## config.mk

```make
export PLATFORM = sky130hd
export DESIGN_NAME = uart_peripheral_flat
export DESIGN_NICKNAME = d
export VERILOG_FILES = /design/src/rtl/uart_peripheral_if.sv /design/src/rtl/uart_peripheral.sv /design/src/flat_wrapper.sv
export SDC_FILE = /design/constraint.sdc
export NUM_CORES = 1
export LEC_CHECK = 0
export BUFFER_PORTS_ARGS = -buffer_cell sky130_fd_sc_hd__clkbuf_2
export CAP_MARGIN = 20
export CELL_PAD_IN_SITES_DETAIL_PLACEMENT = 1
export CELL_PAD_IN_SITES_GLOBAL_PLACEMENT = 1
export CORE_MARGIN = 2
export CORE_UTILIZATION = 39
export CTS_CLUSTER_DIAMETER = 40
export DETAILED_ROUTE_END_ITERATION = 10
export PLACE_DENSITY_LB_ADDON = 0.2
export SYNTH_ARGS = -nofsm -noshare
export SYNTH_HDL_FRONTEND = slang
export SYNTH_SLANG_ARGS = --single-unit
```

## constraint.sdc

```tcl
create_clock -name clk -period 2.7 [get_ports clk]
set_input_delay 0.54 -clock clk [delete_from_list [all_inputs] [get_ports clk]]
set_output_delay 0.54 -clock clk [all_outputs]
set_load 0.05 [all_outputs]
```

## src/rtl/uart_peripheral_if.sv

```systemverilog
// CPU peripheral bus seen by uart_peripheral: address, read/write strobes and data.
interface uart_peripheral_if;
  // Single-cycle bus with no ready: a strobe (rd_en or wr_en) held for one clock
  // is one complete access; rdata is valid in that same cycle.
  logic [31:0] addr;
  logic        rd_en;
  logic        wr_en;
  logic [31:0] wdata;
  logic [31:0] rdata;

  modport master (output addr, output rd_en, output wr_en, output wdata, input rdata);
  modport slave  (input addr, input rd_en, input wr_en, input wdata, output rdata);
endinterface

```

## src/rtl/uart_peripheral.sv

```systemverilog
// Memory-mapped UART (TXD/RXD/CON registers) with independent TX and RX bit engines.
// Optional macro UART_TX_BUF_EN adds a one-byte TX holding register for back-to-back frames.
module uart_peripheral #(
  parameter int unsigned CLKS_PER_BIT = 10417,
  parameter logic [31:0] BASE_ADDR    = 32'h4000_0000
) (
  input  logic              clk,
  input  logic              reset,
  uart_peripheral_if.slave  bus,
  input  logic              rx,
  output logic              tx,
  output logic              irq,
  output logic [1:0]        tx_fsm_state,
  output logic [1:0]        rx_fsm_state
);
  localparam int CW = $clog2(CLKS_PER_BIT);
  localparam logic [CW-1:0] BIT_LAST  = CW'(CLKS_PER_BIT - 1);
  localparam logic [CW-1:0] HALF_LAST = CW'(CLKS_PER_BIT / 2 - 1);
  localparam logic [31:0] TXD_ADDR = BASE_ADDR + 32'h18;
  localparam logic [31:0] RXD_ADDR = BASE_ADDR + 32'h1C;
  localparam logic [31:0] CON_ADDR = BASE_ADDR + 32'h20;

  typedef enum logic [1:0] {ST_IDLE, ST_START, ST_DATA, ST_STOP} state_t;

  state_t        tx_state_q, tx_state_d, rx_state_q, rx_state_d;
  logic [CW-1:0] tx_cnt_q, tx_cnt_d, rx_cnt_q, rx_cnt_d;
  logic [2:0]    tx_bit_q, tx_bit_d, rx_bit_q, rx_bit_d;
  logic [7:0]    tx_shift_q, tx_shift_d, rx_shift_q, rx_shift_d;
  logic [7:0]    txd_q, txd_d, rxd_q;
  logic [1:0]    irq_en_q;
  logic          tx_q, tx_line_d, tx_done_q, tx_done_set, tx_busy, tx_bit_end;
  logic          rx_ready_q, rx_set, rx_s1_q, rx_s2_q, rx_prev_q, rx_fall;
  logic          sel_txd, sel_rxd, sel_con, txd_wr, con_wr, con_rd;
  logic          unused_wdata;
`ifdef UART_TX_BUF_EN
  logic [7:0]    hold_q, hold_d;
  logic          hold_full_q, hold_full_d;
`endif

  assign sel_txd      = (bus.addr == TXD_ADDR);
  assign sel_rxd      = (bus.addr == RXD_ADDR);
  assign sel_con      = (bus.addr == CON_ADDR);
  assign txd_wr       = bus.wr_en & sel_txd;
  assign con_wr       = bus.wr_en & sel_con;
  assign con_rd       = bus.rd_en & sel_con;
  assign unused_wdata = ^bus.wdata[31:8];

`ifdef UART_TX_BUF_EN
  assign tx_busy = (tx_state_q != ST_IDLE) | hold_full_q;
`else
  assign tx_busy = (tx_state_q != ST_IDLE);
`endif

  assign tx           = tx_q;
  assign irq          = (irq_en_q[0] & tx_done_q) | (irq_en_q[1] & rx_ready_q);
  assign tx_fsm_state = tx_state_q;
  assign rx_fsm_state = rx_state_q;
  assign tx_bit_end   = (tx_cnt_q == BIT_LAST);
  assign rx_fall      = rx_prev_q & ~rx_s2_q;

  always_comb begin
    bus.rdata = 32'h0;
    if (bus.rd_en) begin
      if (sel_txd)      bus.rdata = {24'h0, txd_q};
      else if (sel_rxd) bus.rdata = {24'h0, rxd_q};
      else if (sel_con) bus.rdata = {27'h0, tx_busy, rx_ready_q, tx_done_q, irq_en_q};
    end
  end

  // TX engine; the line value is computed from next-state so tx itself is a flop.
  always_comb begin
    tx_state_d  = tx_state_q;
    tx_cnt_d    = tx_cnt_q;
    tx_bit_d    = tx_bit_q;
    tx_shift_d  = tx_shift_q;
    txd_d       = txd_q;
    tx_done_set = 1'b0;
`ifdef UART_TX_BUF_EN
    hold_d      = hold_q;
    hold_full_d = hold_full_q;
`endif
    case (tx_state_q)
      ST_IDLE: begin
        if (txd_wr) begin
          tx_state_d = ST_START;
          tx_cnt_d   = '0;
          tx_shift_d = bus.wdata[7:0];
          txd_d      = bus.wdata[7:0];
        end
      end
      ST_START: begin
        if (tx_bit_end) begin
          tx_state_d = ST_DATA;
          tx_cnt_d   = '0;
          tx_bit_d   = 3'd0;
        end else begin
          tx_cnt_d = tx_cnt_q + 1'b1;
        end
      end
      ST_DATA: begin
        if (tx_bit_end) begin
          tx_cnt_d = '0;
          if (tx_bit_q == 3'd7) begin
            tx_state_d = ST_STOP;
          end else begin
            tx_bit_d   = tx_bit_q + 3'd1;
            tx_shift_d = {1'b0, tx_shift_q[7:1]};
          end
        end else begin
          tx_cnt_d = tx_cnt_q + 1'b1;
        end
      end
      ST_STOP: begin
        if (tx_bit_end) begin
          tx_cnt_d = '0;
`ifdef UART_TX_BUF_EN
          if (hold_full_q) begin
            tx_state_d  = ST_START;
            tx_shift_d  = hold_q;
            hold_full_d = 1'b0;
          end else if (txd_wr) begin
            tx_state_d = ST_START;
            tx_shift_d = bus.wdata[7:0];
            txd_d      = bus.wdata[7:0];
          end else begin
            tx_state_d  = ST_IDLE;
            tx_done_set = 1'b1;
          end
`else
          tx_state_d  = ST_IDLE;
          tx_done_set = 1'b1;
`endif
        end else begin
          tx_cnt_d = tx_cnt_q + 1'b1;
        end
      end
      default: tx_state_d = ST_IDLE;
    endcase
`ifdef UART_TX_BUF_EN
    // A frame that is about to end picks the write up directly above instead.
    if (txd_wr && (tx_state_q != ST_IDLE) && !hold_full_q &&
        !((tx_state_q == ST_STOP) && tx_bit_end)) begin
      hold_d      = bus.wdata[7:0];
      hold_full_d = 1'b1;
      txd_d       = bus.wdata[7:0];
    end
`endif
    tx_line_d = 1'b1;
    if (tx_state_d == ST_START)     tx_line_d = 1'b0;
    else if (tx_state_d == ST_DATA) tx_line_d = tx_shift_d[0];
  end

  // RX engine: all sampling uses the synchronised line rx_s2_q.
  always_comb begin
    rx_state_d = rx_state_q;
    rx_cnt_d   = rx_cnt_q;
    rx_bit_d   = rx_bit_q;
    rx_shift_d = rx_shift_q;
    rx_set     = 1'b0;
    case (rx_state_q)
      ST_IDLE: begin
        if (rx_fall) begin
          rx_state_d = ST_START;
          rx_cnt_d   = '0;
        end
      end
      ST_START: begin
        if (rx_cnt_q == HALF_LAST) begin
          rx_cnt_d = '0;
          rx_bit_d = 3'd0;
          rx_state_d = rx_s2_q ? ST_IDLE : ST_DATA;
        end else begin
          rx_cnt_d = rx_cnt_q + 1'b1;
        end
      end
      ST_DATA: begin
        if (rx_cnt_q == BIT_LAST) begin
          rx_cnt_d   = '0;
          rx_shift_d = {rx_s2_q, rx_shift_q[7:1]};
          if (rx_bit_q == 3'd7) rx_state_d = ST_STOP;
          else                  rx_bit_d   = rx_bit_q + 3'd1;
        end else begin
          rx_cnt_d = rx_cnt_q + 1'b1;
        end
      end
      ST_STOP: begin
        if (rx_cnt_q == BIT_LAST) begin
          rx_cnt_d   = '0;
          rx_state_d = ST_IDLE;
          rx_set     = rx_s2_q;
        end else begin
          rx_cnt_d = rx_cnt_q + 1'b1;
        end
      end
      default: rx_state_d = ST_IDLE;
    endcase
  end

  always_ff @(posedge clk) begin
    if (reset) begin
      tx_state_q  <= ST_IDLE;
      tx_cnt_q    <= '0;
      tx_bit_q    <= 3'd0;
      tx_shift_q  <= 8'h00;
      tx_q        <= 1'b1;
      txd_q       <= 8'h00;
      rx_state_q  <= ST_IDLE;
      rx_cnt_q    <= '0;
      rx_bit_q    <= 3'd0;
      rx_shift_q  <= 8'h00;
      rxd_q       <= 8'h00;
      rx_s1_q     <= 1'b1;
      rx_s2_q     <= 1'b1;
      rx_prev_q   <= 1'b1;
      irq_en_q    <= 2'b00;
      tx_done_q   <= 1'b0;
      rx_ready_q  <= 1'b0;
`ifdef UART_TX_BUF_EN
      hold_q      <= 8'h00;
      hold_full_q <= 1'b0;
`endif
    end else begin
      tx_state_q  <= tx_state_d;
      tx_cnt_q    <= tx_cnt_d;
      tx_bit_q    <= tx_bit_d;
      tx_shift_q  <= tx_shift_d;
      tx_q        <= tx_line_d;
      txd_q       <= txd_d;
      rx_state_q  <= rx_state_d;
      rx_cnt_q    <= rx_cnt_d;
      rx_bit_q    <= rx_bit_d;
      rx_shift_q  <= rx_shift_d;
      rx_s1_q     <= rx;
      rx_s2_q     <= rx_s1_q;
      rx_prev_q   <= rx_s2_q;
      if (rx_set) rxd_q <= rx_shift_q;
      if (con_wr) irq_en_q <= bus.wdata[1:0];
      // A set event in the same cycle as a CON read keeps the flag.
      tx_done_q   <= tx_done_set | (tx_done_q & ~con_rd);
      rx_ready_q  <= rx_set | (rx_ready_q & ~con_rd);
`ifdef UART_TX_BUF_EN
      hold_q      <= hold_d;
      hold_full_q <= hold_full_d;
`endif
    end
  end
endmodule

```

## src/flat_wrapper.sv

```systemverilog
// flat-port wrapper written by rule: the top's interface ports become plain ports
module uart_peripheral_flat 
#(
  parameter int unsigned CLKS_PER_BIT = 10417,
  parameter logic [31:0] BASE_ADDR    = 32'h4000_0000
)
  (clk, reset, rx, tx, irq, tx_fsm_state, rx_fsm_state, bus_addr, bus_rd_en, bus_wr_en, bus_wdata, bus_rdata);
  uart_peripheral_if bus_i ();
  input  logic clk;
  input  logic reset;
  input  logic rx;
  output logic tx;
  output logic irq;
  output logic [1:0] tx_fsm_state;
  output logic [1:0] rx_fsm_state;
  input wire logic [$bits(bus_i.addr)-1:0] bus_addr;
  input wire logic [$bits(bus_i.rd_en)-1:0] bus_rd_en;
  input wire logic [$bits(bus_i.wr_en)-1:0] bus_wr_en;
  input wire logic [$bits(bus_i.wdata)-1:0] bus_wdata;
  output wire logic [$bits(bus_i.rdata)-1:0] bus_rdata;
  assign bus_i.addr = bus_addr;
  assign bus_i.rd_en = bus_rd_en;
  assign bus_i.wr_en = bus_wr_en;
  assign bus_i.wdata = bus_wdata;
  assign bus_rdata = bus_i.rdata;
  uart_peripheral #(.CLKS_PER_BIT(CLKS_PER_BIT), .BASE_ADDR(BASE_ADDR)) u_core (.clk(clk), .reset(reset), .bus(bus_i), .rx(rx), .tx(tx), .irq(irq), .tx_fsm_state(tx_fsm_state), .rx_fsm_state(rx_fsm_state));
endmodule
```

==> results of run 1 <==
[sequential cells by signal, summed over array words and instances, names as in the netlist, named ones only]
register	flops
u_core.irq_en_q	2
u_core.rx_bit_q	3
u_core.rx_cnt_q	14
u_core.rx_fsm_state	1
u_core.rx_prev_q	1
u_core.rx_ready_q	1
u_core.rx_s1_q	1
u_core.rx_s2_q	1
u_core.rx_shift_q	8
u_core.rxd_q	8
u_core.tx	1
u_core.tx_bit_q	3
u_core.tx_cnt_q	14
u_core.tx_done_q	1
u_core.tx_fsm_state	2
u_core.tx_shift_q	8
u_core.txd_q	8
[worst paths after layout]
kind	endpoint	slack (ns)	depth (start not counted)
worst min register to register	u_core.rx_s2_q	0.41	1
worst max-delay path	bus_rdata[2]	0.06	7
worst min-delay path	u_core.rx_s1_q	0.40	2
worst max register to register	u_core.rxd_q[7]	0.15	5
[per-layer routing]
metal	vias to the layer above	GRT usage [%]	share of wire, %
li1	1867	-	-
met1	1871	25.5	46
met2	40	34.4	50
met3	17	2.27	2.0
met4	0	8.27	2.0
met5	-	0	0
[worst register-to-register path: stages, from the launching register on]
cell     delay (ns)
dfxtp_1        0.39
or4b_4         0.55
or4_4          0.55
or3_1          0.61
mux2i_1        0.24
nor2_1         0.06
[synthesized netlist by cell type (2+ instances only)]
cell | number | share of area (%)
nor3_1 | 10 | 1.2
a31oi_1 | 7 | 1.1
and3_1 | 3 | 0.46
nor2_1 | 51 | 4.7
nor4b_1 | 3 | 0.65
or2_2 | 3 | 0.46
nand2b_1 | 6 | 0.93
inv_1 | 12 | 1.1
a41oi_1 | 9 | 1.9
nand3b_1 | 2 | 0.37
o21ai_0 | 18 | 2.2
o2111ai_1 | 2 | 0.43
o31ai_1 | 3 | 0.56
and4_1 | 2 | 0.43
dfxtp_1 | 78 | 39
nand3_1 | 21 | 2.6
ha_1 | 8 | 2.5
a311oi_1 | 24 | 5.2
buf_2 | 2 | 0.25
nand2_1 | 52 | 4.8
or4b_2 | 2 | 0.49
a21oi_1 | 36 | 4.4
or3_1 | 6 | 0.93
clkbuf_1 | 25 | 2.3
mux2i_1 | 27 | 6.7
nand4bb_1 | 2 | 0.56
nand4_1 | 8 | 1.2
nor2b_1 | 2 | 0.31
nor4_1 | 8 | 1.2
a21o_1 | 3 | 0.56
or4_1 | 6 | 1.1
buf_4 | 24 | 4.4
[cell type report]
class / count / area share, %
Inverter: 12 / 0.930
Multi-Input combinational cell: 369 / 48.3
Sequential cell: 78 / 32.2
Timing Repair Buffer: 77 / 10.5
Clock buffer: 11 / 2.71
Tap cell: 136 / 3.51
Clock inverter: 5 / 1.73
[logic make-up (layout without fill, tap and decap cells)]
group	count (synthesis)	after routing	synth area share (%)
buffers and inverters	64	105	8.39
muxes	28	28	6.94
AOI/OAI and AO/OA	112	112	18.5
and+or+nand+nor	196	196	24.9
xor gates and xnor gates	1	1	0.216
DFF	78	78	38.5
adders and majority gates	8	8	2.47
other	1	24	0.0925
[what timing repair did]
action                                  CTS  global route
resized for setup                         2             7
setup buffers                             0             0
pin swaps                                 0             0
endpoints found under the setup margin    2             6
hold buffers                              0             0
[layout by cell type, fill, tap and decap left out, types with 3 or more instances in the layout]
cell type,instances
or2_2,3
dfxtp_1,78
nor4_1,7
nand4_1,8
clkbuf_2,50
clkbuf_8,9
nor2_1,46
a311oi_1,24
buf_4,17
o21ai_0,18
conb_1,24
nand2_1,52
inv_1,12
nand2b_1,6
o31ai_1,3
buf_12,5
a21o_1,3
nor2_4,5
nor3_1,6
a41oi_1,9
a31oi_1,7
a21oi_1,36
ha_1,8
or3_1,6
nand3_1,20
or4_1,6
nor3_4,4
clkbuf_4,3
mux2i_1,27
and3_1,3
nor4b_1,3
[power breakdown]
group	switching (mW)	internal (mW)	leakage, nW
clock	0.440	0.523	0.0998
sequential	0.0154	1.16	0.629
combinational	0.217	0.0784	1.02
==> results.yml, run 1 <==
synth:
  synth-edff-count: 0
  ys_ff_latch: 78
  synth_area_mm2: 0.00405
  async_flop_share_pct: 0
  ys_types: 55
  syn_inst: 488
  avgSynthCellArea_um2: 8.31
  ys_warn_count: 0
  ys.flop_type: "dfxtp_1"
  ys_seq_area_share_pct: 38.5
placed_design:
  gp_congestion: 0.792
  dp_hpwl_mm: 7.98
  dp_cells: 672
  dp_slack_ns: -0.00651
  numPortBuffers: 58
  dpl-instance-area_mm2: 0.00461
setup_path:
  crit_type: "primary input to output pin"
  crit_family: "simple AND/OR/NAND/NOR gates"
  critPathCaptureType: "output pin"
  start_kind: "primary input"
  crit_fanout: 10
  arrival_ns: 2.10
  required_ns: 2.16
  r2r_start: "u_core.rx_cnt_q[8]"
  slowest_stage: "or4_1"
  path_buf_inv: 3
  cp_cell_sequence: "clkbuf_2 > or4_1 > nor3_4 > nand3_4 > buf_12 > nor2_4 > clkbuf_4"
  crit_path_max_incr_delay_ns: 0.58
  critPathLaunch: "bus_addr[10]"
timing:
  period_minus_slack_ns: 2.64
  rsz0062_at_grt: "no"
  drv_slew: 0
  tightest_slew_ns: 0.909
  hold_viol: 0
  setup_ws_ns: 0.0569
  setup_viol: 0
  fin_skew_ns: 0.00942
  relSlewSlack_pct: 39.4
  fin_crit_sh_pct: 97.9
  whs_ns: 0.402
  setup-tns-final_ns: 0
  fmax_ghz: 0.378
run:
  maxCapViolations: 0
cells_and_area:
  layout-drive-gt1-share_pct: 20.7
  multi_input_area_mm2: 0.00234
  final_net_count: 624
  nFillCells: 1261
  seq_area_mm2: 0.00156
  fin_cells: 688
  fin_util_pct: 47.5
  antenna_cells: 0
  area_growth_syn_to_layout_pct: 19.4
  final_area_mm2: 0.00484
worst_hold_path:
  hp-start: "rx"
  hold_path_class: "primary input to register"
power:
  finalPower_mw: 2.43
  p_leak_nw: 1.75
  worst_ir_drop_vdd_v: 0.000193
  power.density_mw_per_mm2: 503
global_routing:
  overflow: 0
  grt_max_degree: 45
  track_usage_pct: 20.0
  grt_pass1_vias: 3722
  antenna_found_initial: 0
  grt_pass1_wl_mm: 18.1
die:
  coreArea_mm2: 0.0102
  rows: 37
  pin_count: 107
  die_y_um: 106
  die-area_mm2: 0.0112
  initial_utilization_pct: 39.8
  die_width_um: 106
run_status:
  status: "complete, no violations"
drt:
  drtPass1Iterations: 4
  drc: 0
  antenna_left: 0
  drt_iter0_drc: 91
  viasPerCell: 5.52
  wl_per_cell_um: 15.6
  vias: 3795
  routed_wirelength_mm: 10.8
clock_tree:
  htree_levels: 3
  clockBufferDepth: 2
  cts-root-buf: "clkbuf_8"
  clock_sinks: 78
  numCtsBuffers: 9
  cts_tree: "built"
  path_clk_slew_ns: 0.08
  insertion_delay_ns: 0.36
(Power assumes the default switching activity.)
==> inputs of run 2 (changes only) <==
--- a/config.mk
+++ b/config.mk
@@ -13,7 +13,7 @@
 export CORE_UTILIZATION = 39
 export CTS_CLUSTER_DIAMETER = 40
 export DETAILED_ROUTE_END_ITERATION = 10
-export PLACE_DENSITY_LB_ADDON = 0.2
+export PLACE_DENSITY = 0.91
 export SYNTH_ARGS = -nofsm -noshare
 export SYNTH_HDL_FRONTEND = slang
 export SYNTH_SLANG_ARGS = --single-unit
==> run 2 against run 1 <==
Compared with the run above: clock-buffer cell count is 1 lower; clock power increased by 0.6%; first-iteration DRC count is 110% higher; non-clock buffer count decreased by 1; critical path type unchanged.
==> results.yml, run 2 (synthesized netlist as in run 1, its figures left out) <==
run_status:
  status: "complete, no violations"
cells_and_area:
  fin_util_pct: 47.6
  fin_cells: 687
  area_growth_syn_to_layout_pct: 19.5
  final_area_mm2: 0.00485
  antenna_cells: 0
  layout-drive-gt1-share_pct: 20.5
  nFillCells: 1239
  mostFrequentLayoutCell: "dfxtp_1"
  reg_top3: "u_core.rx_cnt_q: 14 flops, u_core.tx_cnt_q: 14 flops"
  final_net_count: 623
  final_cell_mix: "78 x dfxtp_1, 52 x nand2_1, 50 x clkbuf_2, 46 x nor2_1, 36 x a21oi_1"
drt:
  drc: 0
  routed_wirelength_mm: 11.0
  drtPass1Iterations: 4
  vias: 3804
  viasPerCell: 5.54
  wl_per_cell_um: 16.1
  drt_iter0_drc: 191
  antenna_left: 0
clock_tree:
  clockBufferDepth: 2
  clock_sinks: 78
  path_clk_slew_ns: 0.08
  insertion_delay_ns: 0.36
  holdBufCountCts: 0
  cts_tree: "built"
  cts-root-buf: "clkbuf_8"
  numCtsBuffers: 9
  htree_levels: 3
worst_hold_path:
  holdPathEnd: "u_core.rx_s1_q"
  hold_path_class: "primary input to register"
  hold_depth: 2
  hp-start: "rx"
setup_path:
  r2r_start: "u_core.rx_cnt_q[8]"
  r2r_setup_slack_ns: 0.18
  crit_type: "primary input to output pin"
  start_kind: "primary input"
  crit_fanout: 10
  arrival_ns: 2.08
  rr_worst_depth: 5
  required_ns: 2.16
  critPathCaptureType: "output pin"
  worstReg2RegEnd: "u_core.rxd_q[2]"
timing:
  period_minus_slack_ns: 2.62
  fmax_ghz: 0.381
  setup-tns-final_ns: 0
  relSlewSlack_pct: 38.5
  fin_crit_sh_pct: 97.2
  setup_viol: 0
  hold_viol: 0
  rsz0062_at_grt: "no"
  tightest_slew_ns: 0.922
  whs_ns: 0.373
  fin_skew_ns: 0.0156
  drv_slew: 0
placed_design:
  dpl-instance-area_mm2: 0.00461
  numPortBuffers: 58
  dp_cells: 670
  gp_congestion: 0.823
  dp_hpwl_mm: 8.11
global_routing:
  grtUsageMet1_pct: 24.2
  use_met3_pct: 4.41
  overflow: 0
  grt_util_met2_pct: 35.2
  grt_max_degree: 43
  grt_pass1_wl_mm: 18.2
  grt_pass1_vias: 3811
  track_usage_pct: 19.9
  busiest_layer: "met2"
  antenna_found_initial: 0
power:
  p_leak_nw: 1.76
  power.density_mw_per_mm2: 503
  worst_ir_drop_vdd_v: 0.000245
die:
  pin_count: 107
  initial_utilization_pct: 39.8
  die_y_um: 106
  rows: 37
  die_width_um: 106
  coreArea_mm2: 0.0102
  die-area_mm2: 0.0112
run:
  maxCapViolations: 0
## run 2: changes by cell type in the layout (fill, tap and decap cells not counted), sizes merged
cell      previous run  this run
clkinvlp             2         1
clkbuf              64        63
clkinv               1         3
buf                 24        23
## run 2: critical path: stages
cell and delay (ns):
clkbuf_2 0.08, or4_1 0.58, nor3_4 0.27, nand3_4 0.10, buf_12 0.16, nor2_4 0.09, buf_2 0.25
## run 2: worst max path at each step
stage | to | start | slack [ns] | cells after the start
after floorplan | bus_rdata[5] | bus_addr[10] | 0.03 | 4
after global routing | bus_rdata[2] | bus_addr[10] | 0.0007 | 7
after CTS | bus_rdata[3] | bus_addr[10] | 0.02 | 7
after detailed placement | bus_rdata[3] | bus_addr[10] | -0.01 | 7
after global placement | bus_rdata[0] | bus_addr[10] | 0.02 | 7
final | bus_rdata[2] | bus_addr[10] | 0.08 | 7
## run 2: what timing repair did
action | 4_1_cts | 5_1_grt
resized for setup | 1 | 8
setup endpoints to repair | 1 | 6
setup buffers | 0 | 0
## run 2: routing by layer
metal	up-vias	routed length (um)
met5	-	0
met4	0	200
met3	17	381
met2	80	5590
met1	1846	4860
li1	1861	-
## run 2: per-stage QoR
step	setup slack (ns)	total power [mW]
6_report	0.0758	2.44
5_1_grt	0.000710	2.53
4_1_cts	0.0235	2.45
3_5_place_dp	-0.0106	1.50
3_3_place_gp	0.0192	1.48
2_1_floorplan	0.0260	1.43
## run 2: cell type report
cell class | instances | area (um2) | share of cell area [%]
Clock buffer | 10 | 128 | 2.63
Inverter | 12 | 45.0 | 0.930
Multi-Input combinational cell | 369 | 2330 | 48.2
Tap cell | 136 | 170 | 3.51
Clock inverter | 6 | 86.3 | 1.78
Timing Repair Buffer | 76 | 522 | 10.8
Sequential cell | 78 | 1560 | 32.2
## run 2: power by group
part | leakage [nW] | total [mW] | switching, mW | internal, mW
logic | 1.02 | 0.296 | 0.218 | 0.0780
registers | 0.629 | 1.17 | 0.0146 | 1.16
clock network | 0.106 | 0.969 | 0.450 | 0.520
total | 1.76 | 2.44 | 0.682 | 1.76
